==> src/rtl/br_pkg.sv <==
// Shared definitions for the branch sequencer: branch codes, FSM states and
// counter width.
package br_pkg;

  localparam int CNT_W = 16;

  localparam logic [3:0] BR_EQ  = 4'b1000;
  localparam logic [3:0] BR_NE  = 4'b1001;
  localparam logic [3:0] BR_LT  = 4'b1100;
  localparam logic [3:0] BR_GE  = 4'b1101;
  localparam logic [3:0] BR_JMP = 4'b1111;

  typedef enum logic [1:0] {
    ST_RUN   = 2'd0,
    ST_FLUSH = 2'd1,
    ST_TRAP  = 2'd2
  } state_e;

  function automatic logic is_branch(input logic [3:0] op);
    return (op == BR_EQ) || (op == BR_NE) || (op == BR_LT) ||
           (op == BR_GE) || (op == BR_JMP);
  endfunction

endpackage

==> src/rtl/sat_counter.sv <==
// Saturating up-counter with synchronous clear; holds at all-ones.
module sat_counter #(
  parameter int WIDTH = 16
) (
  input  logic             clk,
  input  logic             rst_n,
  input  logic             inc,
  input  logic             clear,
  output logic [WIDTH-1:0] count
);

  logic [WIDTH-1:0] count_q;

  always_ff @(posedge clk or negedge rst_n) begin
    if (!rst_n) begin
      count_q <= '0;
    end else if (clear) begin
      count_q <= '0;
    end else if (inc && (count_q != {WIDTH{1'b1}})) begin
      count_q <= count_q + WIDTH'(1);
    end
  end

  assign count = count_q;

endmodule

==> src/rtl/branch_sequencer.sv <==
// Fetch-PC sequencer: advances the PC, redirects on taken branches with a
// bubble window, and traps (sticky until reset) on misaligned targets.
//
// state    | meaning
// ST_RUN   | normal fetch, branch decisions evaluated
// ST_FLUSH | post-redirect bubbles, inputs ignored, pc held
// ST_TRAP  | misaligned target seen, frozen until reset
module branch_sequencer
  import br_pkg::*;
#(
  parameter logic [31:0] RESET_PC     = 32'h0000_0000,
  parameter int          FLUSH_CYCLES = 1
) (
  input  logic             clk,
  input  logic             rst_n,
  input  logic             stall,
  input  logic [3:0]       operacion,
  input  logic             resultado,
  input  logic [31:0]      target,
  output logic [31:0]      pc,
  output logic             flush,
  output logic             misalign,
  output logic [CNT_W-1:0] cnt_total,
  output logic [CNT_W-1:0] cnt_taken
);

  state_e      state_q, state_d;
  logic [31:0] pc_q, pc_d;
  logic        flush_q, flush_d;
  logic        misalign_q, misalign_d;
  logic [2:0]  bub_q, bub_d;
  logic        evaluated;
  logic        taken;

  assign evaluated = (state_q == ST_RUN) && !stall && is_branch(operacion);
  assign taken     = evaluated && resultado;

  always_ff @(posedge clk or negedge rst_n) begin
    if (!rst_n) begin
      state_q    <= ST_RUN;
      pc_q       <= RESET_PC;
      flush_q    <= 1'b0;
      misalign_q <= 1'b0;
      bub_q      <= 3'd0;
    end else begin
      state_q    <= state_d;
      pc_q       <= pc_d;
      flush_q    <= flush_d;
      misalign_q <= misalign_d;
      bub_q      <= bub_d;
    end
  end

  always_comb begin
    state_d    = state_q;
    pc_d       = pc_q;
    flush_d    = flush_q;
    misalign_d = misalign_q;
    bub_d      = bub_q;
    case (state_q)
      ST_RUN: begin
        if (!stall) begin
          if (taken) begin
            flush_d = 1'b1;
            if (target[1:0] == 2'b00) begin
              pc_d    = target;
              bub_d   = 3'(FLUSH_CYCLES);
              state_d = ST_FLUSH;
            end else begin
              misalign_d = 1'b1;
              state_d    = ST_TRAP;
            end
          end else begin
            pc_d = pc_q + 32'd4;
          end
        end
      end
      ST_FLUSH: begin
        // Last bubble: flush drops on the same edge that returns to RUN.
        if (bub_q <= 3'd1) begin
          bub_d   = 3'd0;
          flush_d = 1'b0;
          state_d = ST_RUN;
        end else begin
          bub_d = bub_q - 3'd1;
        end
      end
      ST_TRAP: begin
        flush_d    = 1'b1;
        misalign_d = 1'b1;
      end
      default: begin
        state_d = ST_RUN;
      end
    endcase
  end

  sat_counter #(.WIDTH(CNT_W)) u_cnt_total (
    .clk   (clk),
    .rst_n (rst_n),
    .inc   (evaluated),
    .clear (1'b0),
    .count (cnt_total)
  );

  sat_counter #(.WIDTH(CNT_W)) u_cnt_taken (
    .clk   (clk),
    .rst_n (rst_n),
    .inc   (taken),
    .clear (1'b0),
    .count (cnt_taken)
  );

  assign pc       = pc_q;
  assign flush    = flush_q;
  assign misalign = misalign_q;

endmodule
==> config.mk <==
export PLATFORM = sky130hd
export DESIGN_NAME = branch_sequencer
export DESIGN_NICKNAME = d
export VERILOG_FILES = /design/src/rtl/br_pkg.sv /design/src/rtl/sat_counter.sv /design/src/rtl/branch_sequencer.sv
export SDC_FILE = /design/constraint.sdc
export NUM_CORES = 1
export LEC_CHECK = 0
export CAP_MARGIN = 5
export CORE_ASPECT_RATIO = 2
export CORE_MARGIN = 5
export CORE_UTILIZATION = 50
export DETAILED_ROUTE_END_ITERATION = 8
export DONT_BUFFER_PORTS = 1
export PLACE_DENSITY = 0.68
export SYNTH_ARGS = -nofsm -noshare
export SYNTH_HDL_FRONTEND = slang
export SYNTH_SLANG_ARGS = --single-unit
==> constraint.sdc <==
create_clock -name clk -period 1.73 [get_ports clk]
set_clock_uncertainty 0.1 [all_clocks]
set_input_delay 0.519 -clock clk [delete_from_list [all_inputs] [get_ports clk]]
set_output_delay 0.519 -clock clk [all_outputs]
set_load 0.005 [all_outputs]
==> results of run 1 <==
## logic make-up after synthesis
family,share of synthesized area
adders and majority gates,0.0163
DFF,0.463
and+or+nand+nor,0.246
AOI/OAI and AO/OA,0.177
xor gates and xnor gates,0.0662
buffers and inverters,0.0290
muxes,0.00293
## final timing paths
| path | cells after the start | endpoint | start | slack (ns) |
|---|---|---|---|---|
| setup / recovery | 6 | pc[31] | state_q[1] | -0.21 |
| hold / removal | 0 | pc[7] | rst_n | -0.23 |
| setup reg to reg | 6 | pc[31] | state_q[1] | -0.21 |
| hold reg to reg | 1 | misalign | misalign | 0.42 |
| max in group asynchronous | 0 | u_cnt_taken.count[2] | rst_n | 1.60 |
| min in group clk | 2 | pc[29] | target[29] | 0.21 |
## critical path, cell delays in order, from the launching register on
cell and delay [ns]:
dfrtp_1 0.40, or3_4 0.42, buf_6 0.14, a31oi_4 0.22, nand2_4 0.13, o311a_1 0.15
a221o_1 0.26
## layer usage
| layer | wire [µm] | part of all wire | up-vias |
|---|---|---|---|
| met5 | 0 | 0 | - |
| met1 | 4470 | 0.32 | 1988 |
| met2 | 7580 | 0.54 | 210 |
| met3 | 1190 | 0.084 | 67 |
| met4 | 811 | 0.058 | 0 |
| li1 | - | - | 1818 |
## sequential cells by signal, indices dropped and copies added (netlist names)
signal,flops
state_q,2
u_cnt_total.count,16
bub_q,3
misalign,1
flush,1
u_cnt_taken.count,16
pc,32
## per-stage QoR
| stage | worst slack [ns] | setup TNS [ns] |
|---|---|---|
| 5_1_grt | -0.259 | -9.61 |
| 4_1_cts | -0.184 | -5.01 |
| 2_1_floorplan | -0.176 | -3.26 |
| 3_5_place_dp | -0.350 | -14.50 |
| 3_3_place_gp | -0.296 | -12.23 |
| 6_report | -0.215 | -5.75 |
## final cells by class
cell class,count,area (µm²),area share
sequential,71,1780,0.298
clock buffer,13,260,0.0437
clock inverter,3,17.5,0.00294
timing repair buffer,149,1280,0.214
tap,94,118,0.0198
multi-input combinational,317,2470,0.415
inverter,9,33.8,0.00567
## synthesized netlist by cell type (2+ instances only)
cell       instances
a211o_1            2
a211oi_1           3
a21oi_1           29
a22o_1             2
a2bb2oi_1          2
a311oi_1           8
a31oi_1            5
and2_1             5
and3_1             9
and4_1             5
buf_2              5
buf_6              2
clkbuf_1           6
dfrtp_1           71
ha_1               5
inv_1              9
nand2_1           39
nand3_1           30
nand4_1           16
nor2_1            37
nor3_1            19
nor3_2             2
nor4_1             5
nor4b_1            2
o21ai_0           20
o22ai_1            7
o31ai_1            3
or2_2              2
or3_1              4
xnor2_1           13
xor2_1            16
## timing repair
| action | in CTS | in global routing |
|---|---|---|
| gates cloned | 2 | 0 |
| gates resized for setup | 56 | 68 |
| setup buffers | 14 | 11 |
| endpoints found under the hold margin | 71 | 71 |
| pin swaps | 38 | 41 |
| setup endpoints to repair | 66 | 68 |
## power groups by stage
| stage | combinational, mW | sequential, mW | clock, mW |
|---|---|---|---|
| finish | 3.55 | 2.55 | 1.74 |
| global route | 3.81 | 2.61 | 1.81 |
| CTS | 3.19 | 2.49 | 1.75 |
| detailed placement | 2.85 | 2.52 | 0 |
| global placement | 2.75 | 2.49 | 0 |
| floorplan | 1.25 | 2.68 | 0 |
==> flow_metrics.tcl, run 1 <==
set metrics [dict create \
    ys_seq_area_frac 0.463 \
    grt_use_met3 0.0833 \
    holdWs_ns -0.227 \
    placed_cell_area_mm2 0.00496 \
    die_h_um 134 \
    switching_share 0.370 \
    grt_pass1_wl_um 22000 \
    nets 602 \
    area_growth_pct 55.1 \
    grt_use_met1 0.294 \
    antenna_left 0 \
    clk_pin_slew_ns 0.06 \
    busiest_layer "met2" \
    routabilityCongestion 1.05 \
    cts_root_buf "clkbuf_16" \
    synth_area_leaders "dfrtp_1 (46%), nand3_1 (3.9%), nand2_1 (3.8%), a21oi_1 (3.8%), xor2_1 (3.7%)" \
    power.share.combinational 0.453 \
    core_mm2 0.00754 \
    drive_above_1_share 0.456 \
    worstPathArrival_ns 2.06 \
    crit_required_ns 1.85 \
    fillCellCount 498 \
    wl_per_cell_um 21.4 \
    cp_max_fo 6 \
    violations "negative hold slack, negative setup slack" \
    fin_ws_ns -0.215 \
    firstDrtPassIters 5 \
    num_vias 4083 \
    power.share.clock 0.222 \
    vdd_ir_drop_max_mv 0.759 \
    path_class "reg -> reg" \
    totalWireLength_um 14100 \
    setup.worst_path.end_class "register" \
    viasPerCell 6.22 \
    layout_commonest_cell "buf_4" \
    totalPowerFinal_mw 7.84 \
    grt_start_max_net_pins 72 \
    cts_made_buffers 9 \
    die_w_um 71.9 \
    power_density_mw_per_mm2 1320 \
    place_hpwl_um 9940 \
    power_frac_seq 0.325 \
    maxSlewViolCount 0 \
    yosysTopAreaCell "dfrtp_1" \
    fin_cells 656 \
    dieArea_mm2 0.00963 \
    synth_area_mm2 0.00384 \
    cap_viol_max_count 0 \
    hp-class "in -> async" \
    drc 0 \
    synth_cell_types 59 \
    synth_ff_type "dfrtp_1" \
    synth_top_area_share 0.463 \
    grt_pass1_vias 4362 \
    initial_utilization 0.509 \
    diodes 0 \
    finalHoldViolCount 71 \
    status "finished with violations" \
    clk_path_buf_depth 2 \
    portBuffers 0 \
    grt_usage 0.296 \
    syn_avg_cell_area_um2 9.34 \
    p_int_mw 4.94 \
    worstSetupStartpointType "register" \
    netlist_instances 411 \
    ctsHtreeMaxLevel 3 \
    power.switching_mw 2.90 \
    final_cell_mix "buf_4 (116), dfrtp_1 (71), nand2_1 (34)" \
    finalSetupViolCount 57 \
    post-route-period-util 1.12 \
    grt_util_met2 0.531 \
    leakagePower_nw 2.57 \
    yosysWarnings 0 \
    core.rowCount 45 \
    fin_crit_ns 1.94 \
    slew_headroom 0.715 \
    cts_tree "built" \
    drtIter0Drc 261 \
    worstSkewPairLatency_ns 0.34 \
    grt-ovfl-total 0 \
    grt_setup_unrepaired "true" \
    design_area_mm2 0.00595 \
    post-route-util 0.789 \
    cts_sinks 71 \
    clock.fmax_mhz 514 \
    ios 106 \
    grt_antenna_before_repair 0 \
    syn-num-nets 456 \
    synth_seq_cells 71 \
    synth_edf_count 0 \
    place_inst 616 \
    async_flop_share 1.00 \
    tightest_slew_ns 0.423 \
]
Note: power is estimated with default switching activity, not from simulation.
==> run 2: changes to the inputs <==
--- a/config.mk
+++ b/config.mk
@@ -6,7 +6,7 @@
 export NUM_CORES = 1
 export LEC_CHECK = 0
 export CAP_MARGIN = 5
-export CORE_ASPECT_RATIO = 2
+export CORE_ASPECT_RATIO = 0.75
 export CORE_MARGIN = 5
 export CORE_UTILIZATION = 50
 export DETAILED_ROUTE_END_ITERATION = 8
==> flow_metrics.tcl, run 2 (synthesis gave the netlist of run 1 again) <==
set metrics [dict create \
    grt_start_max_net_pins 72 \
    drive_above_1_share 0.482 \
    dieArea_mm2 0.00955 \
    initial_utilization 0.519 \
    clk_path_buf_depth 2 \
    violations "negative hold slack, negative setup slack" \
    worstSkewPairLatency_ns 0.35 \
    finalSetupViolCount 61 \
    totalWireLength_um 14100 \
    cts_made_buffers 9 \
    cts_root_buf "clkbuf_8" \
    slew_headroom 0.727 \
    clk_pin_slew_ns 0.09 \
    grt_setup_unrepaired "true" \
    grt_antenna_before_repair 0 \
    cp_max_fo 4 \
    r2r_cells 5 \
    place_inst 622 \
    status "finished with violations" \
    core_mm2 0.00740 \
    place_hpwl_um 9100 \
    maxSlewViolCount 0 \
    diodes 0 \
    fillCellCount 419 \
    wl_per_cell_um 21.0 \
    worstPathArrival_ns 2.13 \
    final_cell_mix "buf_4 (126), dfrtp_1 (70), nand2_1 (32)" \
    area_growth_pct 57.1 \
    die_h_um 85.9 \
    core.rowCount 27 \
    post-route-period-util 1.12 \
    fin_crit_ns 1.94 \
    layout_commonest_cell "buf_4" \
    worstSetupStartpointType "register" \
    routabilityCongestion 0.927 \
    place_ws_ns -0.299 \
    num_vias 4151 \
    setup.worst_path.end_class "register" \
    ctsHtreeMaxLevel 3 \
    portBuffers 0 \
    clock.fmax_mhz 516 \
    drc 0 \
    vdd_ir_drop_max_mv 0.765 \
    ios 106 \
    cts_sinks 71 \
    grt_pass1_wl_um 21100 \
    nets 610 \
    fin_cells 671 \
    crit_required_ns 1.92 \
    grt_usage 0.274 \
    hp-class "in -> async" \
    cap_viol_max_count 0 \
    viasPerCell 6.19 \
    cts_tree "built" \
    power_density_mw_per_mm2 1250 \
    finalHoldViolCount 71 \
    leakagePower_nw 2.63 \
    timing.rr.start "pc[2]" \
    holdWs_ns -0.251 \
    firstDrtPassIters 5 \
    drtIter0Drc 305 \
    die_w_um 111 \
    tightest_slew_ns 0.408 \
    path_class "reg -> reg" \
    grt_pass1_vias 4162 \
    grt-ovfl-total 0 \
    r2r_end "pc[29]" \
    fin_ws_ns -0.206 \
    antenna_left 0 \
    r2r_slack_ns -0.21 \
    largest_reg_flops 32 \
]
==> run 2: changes by cell type in the layout (fill, tap and decap cells not counted), moves of 3 or more <==
cell,delta
buf_12,+3
o21ai_2,+3
o21ai_0,-3
a21oi_1,-7
buf_6,-5
a21oi_2,+6
clkbuf_8,+7
buf_4,+10
nor2_1,+3
clkbuf_16,-9
==> run 2: critical path: stages, from the launching register on <==
cell and delay [ns]:
dfrtp_1 0.41, and3_1 0.25, and3_4 0.23, nand4_1 0.24, or4_1 0.55, nand3_1 0.10
==> run 2: worst max-delay path by stage <==
stage / from / endpoint / cells past startpoint
CTS: state_q[1] / pc[31] / 6
detailed placement: stall / u_cnt_taken.count[0] / 5
finish: pc[2] / pc[29] / 5
global route: pc[2] / pc[28] / 7
floorplan: stall / u_cnt_taken.count[3] / 7
global placement: stall / u_cnt_taken.count[0] / 5
==> run 2: metrics by stage <==
stage	power [mW]	utilization	instance area (µm²)	hold slack [ns]	setup TNS [ns]
5_1_grt	7.88	0.815	6030	-0.271	-9.90
3_3_place_gp	5.22	0.670	4960	0.126	-8.80
4_1_cts	6.93	0.752	5570	-0.249	-3.46
6_report	7.50	0.815	6030	-0.251	-5.72
3_5_place_dp	5.34	0.670	4960	0.126	-10.22
2_1_floorplan	3.93	-	4000	0.123	-3.26
==> run 2: per-layer routing <==
metal,global-route usage,up-vias,share of wire
met2,0.460,247,0.50
li1,-,1841,-
met5,0,-,0
met1,0.330,2028,0.37
met3,0.0931,35,0.10
met4,0.104,0,0.024
==> run 2: area by class of cell <==
cell class,count,area [µm²],share of cell area
sequential,71,1780,0.295
tap,101,126,0.0210
inverter,9,33.8,0.00561
clock buffer,9,124,0.0206
multi-input combinational,317,2520,0.419
timing repair buffer,157,1370,0.227
clock inverter,7,72.6,0.0120
==> run 2: power by group <==
part	internal [mW]	switching [mW]	total, mW
logic	1.81	1.83	3.64
registers	2.12	0.400	2.52
clock network	0.668	0.683	1.35
==> run 2: what timing repair did <==
item	CTS	global route
setup buffers	18	16
hold endpoints to repair	71	71
resized for setup	52	81
endpoints found under the setup margin	63	70
gates cloned	2	0
pin swaps	34	38
==> run 3: changes to the inputs <==
--- a/config.mk
+++ b/config.mk
@@ -7,7 +7,6 @@
 export LEC_CHECK = 0
 export CAP_MARGIN = 5
 export CORE_ASPECT_RATIO = 0.75
-export CORE_MARGIN = 5
 export CORE_UTILIZATION = 50
 export DETAILED_ROUTE_END_ITERATION = 8
 export DONT_BUFFER_PORTS = 1
==> flow_metrics.tcl, run 3 (synthesis gave the netlist of run 1 again) <==
set metrics [dict create \
    grt_pass1_wl_um 19300 \
    place_hpwl_um 8490 \
    wl_per_cell_um 20.8 \
    cts_made_buffers 9 \
    worstPathArrival_ns 2.11 \
    totalPowerFinal_mw 7.55 \
    portBuffers 0 \
    firstDrtPassIters 7 \
    nets 601 \
    holdWs_ns -0.255 \
    cts_tree "built" \
    maxSlewViolCount 0 \
    fin_cells 662 \
    cts_root_buf "clkbuf_8" \
    grt-ovfl-total 0 \
    core.rowCount 27 \
    largest_reg_flops 32 \
    drive_above_1_share 0.474 \
    grt_usage 0.320 \
    place_ws_ns -0.323 \
    path_class "reg -> reg" \
    vdd_ir_drop_max_mv 0.868 \
    switching_share 0.381 \
    power.switching_mw 2.87 \
    leakagePower_nw 2.52 \
    grt_start_max_net_pins 72 \
    clock.fmax_mhz 506 \
    p_int_mw 4.68 \
    cp_num_buf_inv 0 \
    setup.worst_path.end_class "register" \
    drtIter0Drc 278 \
    fin_ws_ns -0.247 \
    fillCellCount 442 \
    r2r_slack_ns -0.25 \
    crit_required_ns 1.87 \
    num_vias 4164 \
    crit_chain "and4_4 > and3_4 > nand4_1 > and3_1 > or3_1" \
    post-route-period-util 1.14 \
    cap_viol_max_count 0 \
    post-route-util 0.798 \
    max_stage_delay_ns 0.46 \
    grt_use_met1 0.380 \
    antenna_left 0 \
    core_mm2 0.00740 \
    drc 0 \
    finalHoldViolCount 71 \
    slew_headroom 0.636 \
    crit_slowest_cell "dfrtp_1" \
    viasPerCell 6.29 \
    clk_pin_slew_ns 0.08 \
    diodes 0 \
    busiest_layer "met2" \
    design_area_mm2 0.00590 \
    grt_pass1_vias 3975 \
    r2r_end "pc[27]" \
    worstSetupStartpointType "register" \
    setup.worst_path.start "pc[5]" \
    area_growth_pct 53.9 \
    grt_use_met3 0.132 \
    layout_commonest_cell "buf_4" \
    regArea_mm2 0.00178 \
    cts_sinks 71 \
    timing.rr.start "pc[5]" \
    tightest_slew_ns 0.542 \
    setup_tns_ns -7.86 \
    place_inst 619 \
    die_w_um 103 \
    grt_setup_unrepaired "true" \
    ios 106 \
    crit_family "simple AND/OR/NAND/NOR gates" \
    die_h_um 77.9 \
    routabilityCongestion 0.927 \
    worstSkewPairLatency_ns 0.36 \
    final_cell_mix "buf_4 (118), dfrtp_1 (69), nand2_1 (27)" \
    status "finished with violations" \
    fin_crit_ns 1.98 \
    cp_max_fo 4 \
    finalSetupViolCount 68 \
    power.share.clock 0.190 \
    hp-class "in -> async" \
    initial_utilization 0.519 \
    r2r_cells 5 \
    power_frac_seq 0.341 \
    ctsHtreeMaxLevel 3 \
    placed_cell_area_mm2 0.00494 \
    multiInputGateArea_mm2 0.00247 \
    power.share.combinational 0.470 \
    grt_util_met2 0.508 \
    grt_antenna_before_repair 0 \
    clk_path_buf_depth 2 \
    violations "negative hold slack, negative setup slack" \
    totalWireLength_um 13700 \
    power_density_mw_per_mm2 1280 \
    dieArea_mm2 0.00803 \
]
[run 3: cell types whose count changed in the layout (fill, tap and decap cells not counted), sizes merged]
cell | before | now
clkinv | 3 | 0
clkbuf | 9 | 15
buf | 157 | 147
inv | 10 | 9
clkinvlp | 2 | 1
[run 3: cell type report]
class                           count  share of cell area
Multi-Input combinational cell    317               0.418
Sequential cell                    71               0.301
Timing Repair Buffer              148               0.218
Clock buffer                       14              0.0292
Tap cell                          101              0.0214
Clock inverter                      2             0.00636
Inverter                            9             0.00572
[run 3: power groups by stage]
stage | clock (mW) | combinational (mW) | sequential (mW)
5_1_grt | 1.52 | 3.79 | 2.62
3_3_place_gp | 0 | 2.68 | 2.49
2_1_floorplan | 0 | 1.25 | 2.68
3_5_place_dp | 0 | 2.75 | 2.51
6_report | 1.43 | 3.55 | 2.57
4_1_cts | 1.45 | 2.95 | 2.49
[run 3: how the worst max path moves through the flow]
| stage | endpoint | depth (start not counted) | slack [ns] |
|---|---|---|---|
| 2_1_floorplan | u_cnt_taken.count[3] | 7 | -0.18 |
| 3_3_place_gp | u_cnt_taken.count[3] | 6 | -0.26 |
| 3_5_place_dp | u_cnt_taken.count[3] | 6 | -0.32 |
| 4_1_cts | u_cnt_taken.count[3] | 7 | -0.15 |
| 5_1_grt | pc[31] | 6 | -0.27 |
| 6_report | pc[27] | 5 | -0.25 |
[run 3: repair_timing]
action | CTS | global route
endpoints found under the setup margin | 66 | 71
resized for setup | 37 | 94
pin swaps | 23 | 45
gates cloned | 3 | 1
buffers inserted | 11 | 17
hold endpoints to repair | 71 | 71
[run 3: per-layer routing]
layer,wire length [µm],part of all wire,vias to the layer above
met3,1400,0.10,70
met5,0,0,-
li1,-,-,1821
met2,6570,0.48,267
met1,5170,0.38,2006
met4,600,0.044,0
